File: src/rtl/crack_dispatcher.sv
// Chunked work dispatcher for the SHA-256 password-cracking engines: hands out
// decimal candidate ranges round-robin, latches the first hit and times the search.
module crack_dispatcher #(
  parameter int NUM_WORKERS = 6,
  parameter int DIGITS      = 9,
  parameter int CHUNK_LOG10 = 5,
  parameter int TICK_CYCLES = 100_000_000,
  parameter int TIMER_W     = 56
) (
  input  logic                            clk,
  input  logic                            reset_n,
  input  logic                            start,
  input  logic                            abort,
  input  logic [NUM_WORKERS-1:0]          req,
  input  logic [NUM_WORKERS-1:0]          w_idle,
  input  logic [NUM_WORKERS-1:0]          w_found,
  input  logic [NUM_WORKERS*8*DIGITS-1:0] w_value,
  output logic [NUM_WORKERS-1:0]          grant,
  output logic [8*DIGITS-1:0]             chunk_base,
  output logic                            kill,
  output logic                            busy,
  output logic                            found,
  output logic                            exhausted,
  output logic [8*DIGITS-1:0]             result,
  output logic [TIMER_W-1:0]              ticks
);

  localparam int RW = (NUM_WORKERS > 1) ? $clog2(NUM_WORKERS) : 1;
  localparam int PW = (TICK_CYCLES > 1) ? $clog2(TICK_CYCLES) : 1;
  localparam int VW = 8 * DIGITS;
  localparam logic [VW-1:0] ZERO_BASE = {DIGITS{8'h30}};
  localparam logic [PW-1:0] PRESC_LAST = PW'(TICK_CYCLES - 1);

  typedef enum logic [1:0] {IDLE, RUN, DRAIN, DONE} state_t;

  state_t               state;
  logic [VW-1:0]        next_base;
  logic [RW-1:0]        rr_ptr;
  logic [PW-1:0]        prescaler;

  logic [VW-1:0]        inc_base;
  logic                 inc_carry;
  logic                 carry;
  logic [NUM_WORKERS-1:0] req_eff;
  logic [NUM_WORKERS-1:0] pick_oh;
  logic                 pick_valid;
  logic [RW-1:0]        rr_next;
  int                   idx;
  logic                 found_any;
  logic [VW-1:0]        found_val;

  // Decimal ripple increment at character CHUNK_LOG10; low characters stay '0'.
  // NOTE: every signal assigned in always_comb gets a default first, so no latch is inferred.
  always_comb begin
    inc_base = next_base;
    carry    = 1'b1;
    for (int k = CHUNK_LOG10; k < DIGITS; k++) begin
      if (carry) begin
        if (next_base[8*k +: 8] == 8'h39) begin
          inc_base[8*k +: 8] = 8'h30;
        end else begin
          inc_base[8*k +: 8] = next_base[8*k +: 8] + 8'd1;
          carry = 1'b0;
        end
      end
    end
    inc_carry = carry;
  end

  // Round-robin pick from rr_ptr upward; a worker just granted is blanked one cycle.
  always_comb begin
    req_eff    = req & ~grant;
    pick_oh    = '0;
    pick_valid = 1'b0;
    rr_next    = rr_ptr;
    idx        = 0;
    for (int off = 0; off < NUM_WORKERS; off++) begin
      idx = int'(rr_ptr) + off;
      if (idx >= NUM_WORKERS) idx = idx - NUM_WORKERS;
      if (!pick_valid && req_eff[idx]) begin
        pick_valid   = 1'b1;
        pick_oh[idx] = 1'b1;
        rr_next      = RW'((idx + 1) % NUM_WORKERS);
      end
    end
  end

  // Lowest-index finder wins: scan downward so the last assignment is the lowest.
  always_comb begin
    found_any = |w_found;
    found_val = '0;
    for (int i = NUM_WORKERS - 1; i >= 0; i--) begin
      if (w_found[i]) found_val = w_value[i*VW +: VW];
    end
  end

  // NOTE: sequential state uses non-blocking assignments only; reset is synchronous.
  always_ff @(posedge clk) begin
    if (!reset_n) begin
      state      <= IDLE;
      next_base  <= ZERO_BASE;
      rr_ptr     <= '0;
      prescaler  <= '0;
      grant      <= '0;
      chunk_base <= ZERO_BASE;
      kill       <= 1'b0;
      busy       <= 1'b0;
      found      <= 1'b0;
      exhausted  <= 1'b0;
      result     <= ZERO_BASE;
      ticks      <= '0;
    end else begin
      grant <= '0;
      kill  <= 1'b0;

      if (state == RUN || state == DRAIN) begin
        if (prescaler == PRESC_LAST) begin
          prescaler <= '0;
          if (ticks != '1) ticks <= ticks + 1'b1;
        end else begin
          prescaler <= prescaler + 1'b1;
        end
      end

      case (state)
        IDLE, DONE: begin
          if (start) begin
            state     <= RUN;
            busy      <= 1'b1;
            found     <= 1'b0;
            exhausted <= 1'b0;
            ticks     <= '0;
            prescaler <= '0;
            next_base <= ZERO_BASE;
            rr_ptr    <= '0;
          end
        end
        RUN, DRAIN: begin
          if (abort) begin
            state <= IDLE;
            busy  <= 1'b0;
            kill  <= 1'b1;
          end else if (found_any) begin
            state  <= DONE;
            busy   <= 1'b0;
            found  <= 1'b1;
            result <= found_val;
            kill   <= 1'b1;
          end else if (state == RUN) begin
            if (pick_valid) begin
              grant      <= pick_oh;
              chunk_base <= next_base;
              next_base  <= inc_base;
              rr_ptr     <= rr_next;
              if (inc_carry) state <= DRAIN;
            end
          end else if (&w_idle) begin
            state     <= DONE;
            busy      <= 1'b0;
            exhausted <= 1'b1;
          end
        end
        default: state <= IDLE;
      endcase
    end
  end

endmodule

File: config.mk
export PLATFORM = sky130hd
export DESIGN_NAME = crack_dispatcher
export DESIGN_NICKNAME = d
export VERILOG_FILES = /design/src/rtl/crack_dispatcher.sv
export SDC_FILE = /design/constraint.sdc
export NUM_CORES = 1
export LEC_CHECK = 0
export ABC_AREA = 1
export ABC_CLOCK_PERIOD_IN_PS = 18700
export CAP_MARGIN = 20
export CORE_AREA = 2 2 255 257
export DETAILED_ROUTE_END_ITERATION = 16
export DIE_AREA = 0 0 257 259
export SLEW_MARGIN = 15
export SYNTH_ARGS = -nofsm -noshare
export SYNTH_HDL_FRONTEND = slang
export SYNTH_SLANG_ARGS = --single-unit
File: constraint.sdc
create_clock -name clk -period 18.7 [get_ports clk]
set_input_delay 2.805 -clock clk [delete_from_list [all_inputs] [get_ports clk]]
set_output_delay 2.805 -clock clk [all_outputs]
set_load 0.05 [all_outputs]
==> metrics.md, run 1 <==
| Metric | Value |
|---|---|
| Status | complete, no violations |
| Fmax | 69.2 MHz |
| Gpl congestion | 0.958 |
| Post-CTS Setup Inserts | 0 |
| Top cell by count, worst path | nand2_1 |
| Total gr overflow | 0 |
| Synth async-reset ratio | 0% |
| Die W | 257 um |
| Count of input and output buffers | 633 |
| Cell area after layout | 25000 um2 |
| Yosys warning total | 0 |
| Post-cts gate resize count | 0 |
| Placement Cell Area | 24000 um2 |
| Pleak | 0.00945 uW |
| Filler cell count in the final layout | 6701 |
| Hold Crit Class | reg -> reg |
| Syn avg cell area | 6.48 um2 |
| Post-route insts no fill | 4102 |
| Met3 usage | 6.62% |
| Via/cell ratio | 5.08 |
| Pwr Density | 133 nW/um2 |
| CP endpoint kind | flop |
| Fin. max-slew vios | 0 |
| Max clock buf depth | 3 |
| Routing usage on met2 | 41.9% |
| Ports | 664 |
| Peak VDD IR | 0.000141 V |
| Register area share after synthesis | 27.5% |
| Initial Util | 26.9% |
| Worst-path clk slew | 60 ps |
| Yosys reg bits | 236 |
| Total GRT Usage | 26.4% |
| Drt total wl | 92.3 mm |
| Crit path kind | in -> reg |
| First-pass GRT wire length | 130 mm |
| First-pass DRT Iterations | 5 |
| Worst path arrival time | 14850 ps |
| Max-cap violations | 0 |
| Commonest non-fill, non-tap cell in the layout | clkdlybuf4s50_1 |
| Iter 0 DRT Violations | 2041 |
| Die area | 66600 um2 |
| Vias in the first global route | 19147 |
| Fraction of layout cells with a size suffix above 1 | 5.07% |
| Slowest cell on crit path | ha_1 |
| Final-report setup violation count | 0 |
| Initial antenna violation count | 71 |
| TritonCTS Buffers | 29 |
| Final setup TNS | 0 ps |
| Die Y | 259 um |
| Hold Violations, Final | 0 |
| Area Overhead vs Synth | 45.6% |
| Post-synth EDFFs | 0 |
| Hold buffers post-CTS | 0 |
| Slew at the pin closest to its max-slew limit | 1100 ps |
| Core Area | 63900 um2 |
| CTS tree | yes |
| Post-route ant nets | 0 |
| Min Tclk post-route | 14450 ps |
| RSZ-0062 raised after global routing | false |
| DRC Markers | 0 |
| CP required | 19100 ps |
| Primary FF master, synth | dfxtp_1 |
| Largest net degree at the start of global routing | 111 |
| Layout Nets | 3692 |
| Post-Synthesis Cell Area | 17200 um2 |
| Count of different cell masters after synthesis | 65 |
| Syn Inst Count | 2652 |
| Layer carrying the most global-route usage | met2 |
| Met1 usage | 34.5% |
| Final HPWL DP | 75.1 mm |
| CP max stage delay | 810 ps |
| Most frequent cells in the layout | 628 x clkdlybuf4s50_1, 481 x nand2_1, 266 x o21ai_0 |
| Clk_skew | 12.0 ps |
| Later-pin clock latency in the skew report | 560 ps |
| Routed WL per cell | 22.5 um |
| Final Power | 3330 uW |
| DP Cell Count | 4018 |
| Rows | 93 |
| CTS Root Cell | clkbuf_16 |
| Slew margin rel. | 27.0% |
| Worst Setup Start Kind | primary input |
| Detailed-route via count | 20849 |
| Tcrit/Tclk final | 77.3% |
| Critical Path Fanout Max | 25 |
| H-tree lvl count | 1 |
| Hold_ws | 431 ps |
| TritonCTS Sinks | 236 |
report_power, final:
group | internal, uW | switching [uW]
sequential | 551 | 35.2
combinational | 758 | 1430
clock | 332 | 230
synthesized netlist by cell type (5+ instances only):
| master | count | share of area, % |
|---|---|---|
| nand2_1 | 481 | 11 |
| o21ai_0 | 266 | 7.8 |
| a21oi_1 | 247 | 7.2 |
| inv_1 | 238 | 5.2 |
| dfxtp_1 | 236 | 28 |
| nand3_1 | 206 | 6.0 |
| nor2_1 | 205 | 4.5 |
| clkbuf_1 | 119 | 2.6 |
| o211ai_1 | 108 | 4.7 |
| a22oi_1 | 73 | 3.2 |
| nor3_1 | 71 | 2.1 |
| xor2_1 | 46 | 2.3 |
| ha_1 | 44 | 3.2 |
| buf_4 | 42 | 1.8 |
| nand4_1 | 40 | 1.5 |
| o21ai_1 | 27 | 0.79 |
| nand2_2 | 23 | 0.84 |
| nor4_1 | 21 | 0.76 |
| inv_2 | 18 | 0.39 |
| xnor2_1 | 17 | 0.87 |
| nand3_2 | 13 | 0.76 |
| nand2_4 | 8 | 0.52 |
| a211oi_1 | 6 | 0.26 |
| buf_1 | 6 | 0.13 |
| o21a_1 | 6 | 0.26 |
| o21ai_2 | 6 | 0.31 |
| a31oi_1 | 5 | 0.18 |
| o22ai_1 | 5 | 0.18 |
final cells by class:
cell class                 count  area [um2]  share of cell area [%]
timing repair buffer         648        6440                    25.7
clock buffer                  45         836                    3.34
antenna                       33        82.6                   0.330
clock inverter                 6        83.8                   0.335
multi-input combinational   2018       10800                    43.1
tap                          855        1070                    4.28
inverter                     261         992                    3.97
sequential                   236        4720                    18.9
flip-flops by register name, summed over array words and instances (netlist names):
register,count
prescaler,27
found,1
next_base,33
busy,1
chunk_base,33
state,2
ticks,56
rr_ptr,3
kill,1
result,72
exhausted,1
grant,6
through the flow:
stage	worst slack [ps]	util, %
final	4250	39.2
after global placement	4210	37.6
after global routing	2630	39.1
after CTS	4460	39.0
after detailed placement	3850	37.6
after floorplan	6090	-
metal layers:
| metal | part of all wire (%) | up-vias |
|---|---|---|
| met3 | 11 | 154 |
| li1 | - | 10160 |
| met4 | 3.4 | 24 |
| met2 | 45 | 858 |
| met1 | 41 | 9653 |
| met5 | 0.18 | - |
cell families after synthesis:
kind of cell               share of synthesized area [%]
other                                             0.0437
and+or+nand+nor                                     28.9
adders and majority gates                           3.21
AOI/OAI and AO/OA                                   26.4
buffers and inverters                               10.5
xor gates and xnor gates                            3.50
DFF                                                 27.5
path summary, 6_finish.rpt:
kind,start,endpoint,slack (ps),cells after the start
max,req[1],rr_ptr[2],4250,98
min,next_base[37],next_base[37],430,2
max reg2reg,rr_ptr[0],rr_ptr[2],5010,100
min reg2reg,next_base[37],next_base[37],430,2
critical path: cells and delay by family:
kind,cells,cell delay (ps)
AO/OA/AOI/OAI,16,2220
adder cells (fa/ha/maj),2,960
buffers and inverters,4,1060
AND/OR/NAND/NOR,76,7740
Note: power is estimated with default switching activity, not from simulation.
==> run 2, diff against run 1 <==
--- a/config.mk
+++ b/config.mk
@@ -6,7 +6,7 @@
 export NUM_CORES = 1
 export LEC_CHECK = 0
 export ABC_AREA = 1
-export ABC_CLOCK_PERIOD_IN_PS = 18700
+export ABC_CLOCK_PERIOD_IN_PS = 12900
 export CAP_MARGIN = 20
 export CORE_AREA = 2 2 255 257
 export DETAILED_ROUTE_END_ITERATION = 16
==> constraint.sdc (replaced) <==
create_clock -name clk -period 12.9 [get_ports clk]
set_input_delay 1.935 -clock clk [delete_from_list [all_inputs] [get_ports clk]]
set_output_delay 1.935 -clock clk [all_outputs]
set_load 0.05 [all_outputs]
==> run 2 against run 1 <==
Compared with the run above: worst setup slack got worse by 4000 ps; register-to-register slack lost 4600 ps; routed wire length rose by 3.5%; via count up 4.0%; clock-buffer cell count fell by 5; total power rose by 100%; hold slack better by 9.1 ps; clock skew up 17 ps; first-iteration DRC count decreased by 7.7%; critical path type unchanged; largest cell class unchanged.
==> metrics.md, run 2 (synthesized netlist as in run 1, its figures left out) <==
| Metric | Value |
|---|---|
| Tcrit/Tclk final | 98.2% |
| Reg power frac | 12.6% |
| Worst r2r src | rr_ptr[0] |
| Reg2Reg Setup Slack | 400 ps |
| Post-route ant nets | 0 |
| Largest regs | result (72), ticks (56) |
| Switch Pwr | 3420 uW |
| Internal Power | 3310 uW |
| Hold buffers post-CTS | 0 |
| First-pass GRT wire length | 132 mm |
| WP buf/inv | 11 |
| Initial antenna violation count | 76 |
| Vias in the first global route | 19564 |
| CP endpoint kind | flop |
| CTS tree | yes |
| Slew at the pin closest to its max-slew limit | 1050 ps |
| Final Power | 6740 uW |
| Logic pwr share | 74.3% |
| Setup WS post-layout | 236 ps |
| RSZ-0062 raised after global routing | true |
| Switching part of the total | 50.8% |
| Worst hold start | next_base[37] |
| Clock Power Share | 13.1% |
| TritonCTS Buffers | 29 |
| Slew margin rel. | 30.1% |
| Max-cap violations | 0 |
| Largest net degree at the start of global routing | 81 |
| Worst Setup Start Kind | primary input |
| Max FFs per register | 72 |
| Worst reg2reg endpoint | rr_ptr[2] |
| Share of the core filled with cells | 42.4% |
| Area Overhead vs Synth | 57.6% |
| Die area | 66600 um2 |
| Total GRT Usage | 26.7% |
| Filler cell count in the final layout | 6600 |
| Hold Violations, Final | 0 |
| Drt total wl | 95.6 mm |
| Later-pin clock latency in the skew report | 580 ps |
| Iter 0 DRT Violations | 1883 |
| Min Tclk post-route | 12660 ps |
| Most flops, register | result |
| Worst path arrival time | 13180 ps |
| Initial Util | 26.9% |
| Hold depth | 2 |
| Commonest non-fill, non-tap cell in the layout | clkdlybuf4s50_1 |
| Die Y | 259 um |
| Clk_skew | 29.2 ps |
| Via/cell ratio | 5.15 |
| Pre-CTS setup slack | -319 ps |
| Slowest cell on crit path | ha_1 |
| Final setup TNS | 0 ps |
| Core Area | 63900 um2 |
| Routed WL per cell | 22.7 um |
| Final-report setup violation count | 0 |
| Fraction of layout cells with a size suffix above 1 | 14.9% |
| H-tree lvl count | 1 |
| Final HPWL DP | 75.3 mm |
| Peak VDD IR | 0.000288 V |
| Top Family by Delay on Critical Path | simple AND/OR/NAND/NOR gates |
| Crit path kind | in -> reg |
| Top cell by count, worst path | nand2_2 |
| CTS Root Cell | clkbuf_16 |
| WHS Endpoint | next_base[37] |
| Ports | 664 |
| First-pass DRT Iterations | 5 |
| Pwr Density | 249 nW/um2 |
| Rows | 93 |
| CP max stage delay | 280 ps |
| Fmax | 79.0 MHz |
| Pleak | 0.0103 uW |
| Multi-input gate area | 11900 um2 |
| Worst-path clk slew | 60 ps |
| Critical Path Fanout Max | 8 |
| Hold Crit Class | reg -> reg |
| Fin. max-slew vios | 0 |
| Count of input and output buffers | 633 |
| Max clock buf depth | 3 |
| Most frequent cells in the layout | 622 x clkdlybuf4s50_1, 398 x nand2_1, 259 x o21ai_0 |
| TritonCTS Sinks | 236 |
| Gpl congestion | 0.961 |
| Die W | 257 um |
| Hold_ws | 440 ps |
| Total gr overflow | 0 |
| Status | complete, no violations |
| DRC Markers | 0 |
| CP required | 13420 ps |
| Register Area | 4730 um2 |
| Detailed-route via count | 21683 |
| Cell count of the worst reg-to-reg path | 108 |
| Layout Nets | 3797 |
==> run 2: changes by cell type in the layout (fill, tap and decap cells not counted), sizes merged <==
cell | previous run | this run
clkdlybuf4s50 | 628 | 622
clkinv | 6 | 10
buf | 20 | 126
bufinv | 2 | 4
clkinvlp | 0 | 1
dlymetal6s2s | 0 | 3
inv | 259 | 260
clkbuf | 45 | 41
==> run 2: worst max-delay path by stage <==
stage	startpoint	endpoint	cells after the start
detailed placement	req[1]	rr_ptr[2]	102
global placement	req[1]	rr_ptr[2]	99
global route	req[4]	rr_ptr[2]	105
floorplan	req[3]	rr_ptr[2]	112
CTS	req[1]	rr_ptr[2]	98
finish	req[3]	rr_ptr[2]	99
==> run 2: cell type report <==
type,count,area share [%]
multi-input cells,2018,43.9
inverters,261,3.72
repair inverters,1,0.0324
flip-flops and latches,236,17.5
clock inverters,13,0.647
diodes,33,0.305
clock buffers,40,3.13
well taps,855,3.95
repair buffers,752,26.8
==> run 2: per-layer routing <==
metal | global-route usage [%] | vias to the layer above | share of wire [%]
li1 | - | 10379 | -
met1 | 34.8 | 10149 | 42
met2 | 42.6 | 972 | 46
met3 | 6.70 | 157 | 9.0
met4 | 9.64 | 26 | 3.0
met5 | 0 | - | 0.18
==> run 2: power by group through the flow <==
stage	combinational (uW)	clock, uW	sequential, uW
finish	5000	885	848
global route	5410	929	855
CTS	3350	902	846
detailed placement	3340	0	860
global placement	3270	0	859
floorplan	2260	0	1020
==> run 2: worst min-delay path: cells and delay by family, from the launching register on <==
kind                   cells  cell delay [ps]
buffers and inverters      1               50
and+or+nand+nor            1               50
DFF                        1              310
==> run 2: per-stage QoR <==
stage / instance area [um2] / std cells
detailed placement: 24500 / 4084
global route: 27000 / 4192
floorplan: 17300 / 2686
CTS: 25500 / 4137
finish: 27100 / 4209
global placement: 24500 / 4084
==> run 2: what timing repair did <==
item,4_1_cts,5_1_grt
gates resized for setup,0,307
hold endpoints to repair,0,0
buffers inserted,0,39
setup endpoints to repair,0,2
==> run 3, diff against run 2 <==
--- a/config.mk
+++ b/config.mk
@@ -11,6 +11,7 @@
 export CORE_AREA = 2 2 255 257
 export DETAILED_ROUTE_END_ITERATION = 16
 export DIE_AREA = 0 0 257 259
+export MAX_ROUTING_LAYER = met4
 export SLEW_MARGIN = 15
 export SYNTH_ARGS = -nofsm -noshare
 export SYNTH_HDL_FRONTEND = slang
==> run 3 against run 2 <==
Compared with the run above: highest routed layer is now met4; critical endpoint unchanged; via count down 0.74%; global-route usage grew 1.0 points; routed wire length is 0.33% higher; cell count grew 0.50%; sequential power barely moved; clock power is 7.1% lower.
==> metrics.md, run 3 (synthesized netlist as in run 1, its figures left out) <==
| Metric | Value |
|---|---|
| Status | complete, no violations |
| First-pass GRT wire length | 133 mm |
| Pleak | 0.0102 uW |
| Max FFs per register | 72 |
| TritonCTS Buffers | 29 |
| Slowest cell on crit path | o41ai_2 |
| Largest net degree at the start of global routing | 112 |
| Register Area | 4730 um2 |
| DRC Markers | 0 |
| Core Area | 63900 um2 |
| Most flops, register | result |
| CTS Root Cell | clkbuf_16 |
| Die W | 257 um |
| CP max stage delay | 290 ps |
| Hold Violations, Final | 0 |
| Post-route ant nets | 0 |
| Detailed-route via count | 21522 |
| TritonCTS Sinks | 236 |
| Slew margin rel. | 28.3% |
| Crit path kind | in -> reg |
| Initial Util | 26.9% |
| Commonest non-fill, non-tap cell in the layout | clkdlybuf4s50_1 |
| Tcrit/Tclk final | 97.1% |
| Later-pin clock latency in the skew report | 600 ps |
| Worst path arrival time | 13050 ps |
| Die Y | 259 um |
| CP endpoint kind | flop |
| Iter 0 DRT Violations | 1786 |
| Total GRT Usage | 27.7% |
| Met2 wire len | 44.3 mm |
| Max clock buf depth | 3 |
| WP buf/inv | 7 |
| Met1 wire length | 40.2 mm |
| Hold_ws | 435 ps |
| Pwr Density | 226 nW/um2 |
| Worst-path clk slew | 60 ps |
| Rows | 93 |
| RSZ-0062 raised after global routing | true |
| Top cell by count, worst path | nand2_2 |
| CP required | 13430 ps |
| Fin. max-slew vios | 0 |
| Hold Crit Class | reg -> reg |
| Vias in the first global route | 19282 |
| Peak VDD IR | 0.000215 V |
| Initial antenna violation count | 80 |
| Filler cell count in the final layout | 6589 |
| First-pass DRT Iterations | 5 |
| Die area | 66600 um2 |
| Clk_skew | 16.3 ps |
| Gpl congestion | 0.982 |
| Final-report setup violation count | 0 |
| Max-cap violations | 0 |
| Multi-input gate area | 11700 um2 |
| Worst Setup Start Kind | primary input |
| Final HPWL DP | 76.0 mm |
| Area Overhead vs Synth | 57.0% |
| Min Tclk post-route | 12520 ps |
| Hold buffers post-CTS | 0 |
| Met3 wire len | 8.57 mm |
| Share of the core filled with cells | 42.2% |
| Final Power | 6100 uW |
| Count of input and output buffers | 633 |
| Routed WL per cell | 22.7 um |
| Fmax | 79.9 MHz |
| Layout Nets | 3803 |
| Drt total wl | 95.9 mm |
| Slew at the pin closest to its max-slew limit | 1080 ps |
| Largest regs | result (72), ticks (56) |
| Ports | 664 |
| Via/cell ratio | 5.09 |
| Max Used Layer | met4 |
| Total gr overflow | 0 |
| Critical Path Fanout Max | 5 |
| Top Family by Delay on Critical Path | simple AND/OR/NAND/NOR gates |
| H-tree lvl count | 1 |
| CTS tree | yes |
| Fraction of layout cells with a size suffix above 1 | 13.7% |
| Most frequent cells in the layout | 622 x clkdlybuf4s50_1, 412 x nand2_1, 260 x o21ai_0 |
run 3: path summary, 6_finish.rpt:
check / from / endpoint / slack, ps / depth (start not counted)
setup / recovery: req[1] / rr_ptr[2] / 380 / 96
hold / removal: next_base[37] / next_base[37] / 440 / 2
setup reg to reg: rr_ptr[0] / rr_ptr[2] / 430 / 100
hold reg to reg: next_base[37] / next_base[37] / 440 / 2
run 3: report_power, final:
part	switching, uW	total [uW]	internal, uW
Clock	346	822	476
Sequential	48.7	848	800
Combinational	2720	4430	1710
Total	3120	6100	2980
run 3: worst min-delay path, cell delays in order, from the launching register on:
cell	delay, ps
dfxtp_1	310
inv_1	50
nand2_1	50
run 3: timing repair:
| item | 4_1_cts | 5_1_grt |
|---|---|---|
| endpoints found under the setup margin | 0 | 2 |
| setup buffers | 0 | 47 |
| resized for setup | 0 | 267 |
run 3: cell type report:
class	count	area share [%]
diodes	52	0.482
repair inverters	1	0.0325
repair buffers	757	27.3
clock buffers	44	3.05
clock inverters	5	0.343
flip-flops and latches	236	17.5
multi-input cells	2019	43.5
well taps	855	3.97
inverters	261	3.73
run 3: routing by layer:
layer / GRT usage (%) / vias up
li1: - / 10436
met1: 34.8 / 10047
met2: 42.9 / 906
met3: 7.10 / 133
met4: 9.85 / 0
met5: - / -
run 3: metrics by stage:
| step | setup TNS [ps] | cells | setup WS [ps] | area [um2] |
|---|---|---|---|---|
| after detailed placement | -648 | 4078 | -389 | 24500 |
| after CTS | 0 | 4127 | 214 | 25400 |
| final | 0 | 4230 | 377 | 27000 |
| after global placement | 0 | 4078 | 17.4 | 24500 |
| after global routing | -863 | 4217 | -532 | 26900 |
| after floorplan | 0 | 2686 | 1160 | 17300 |
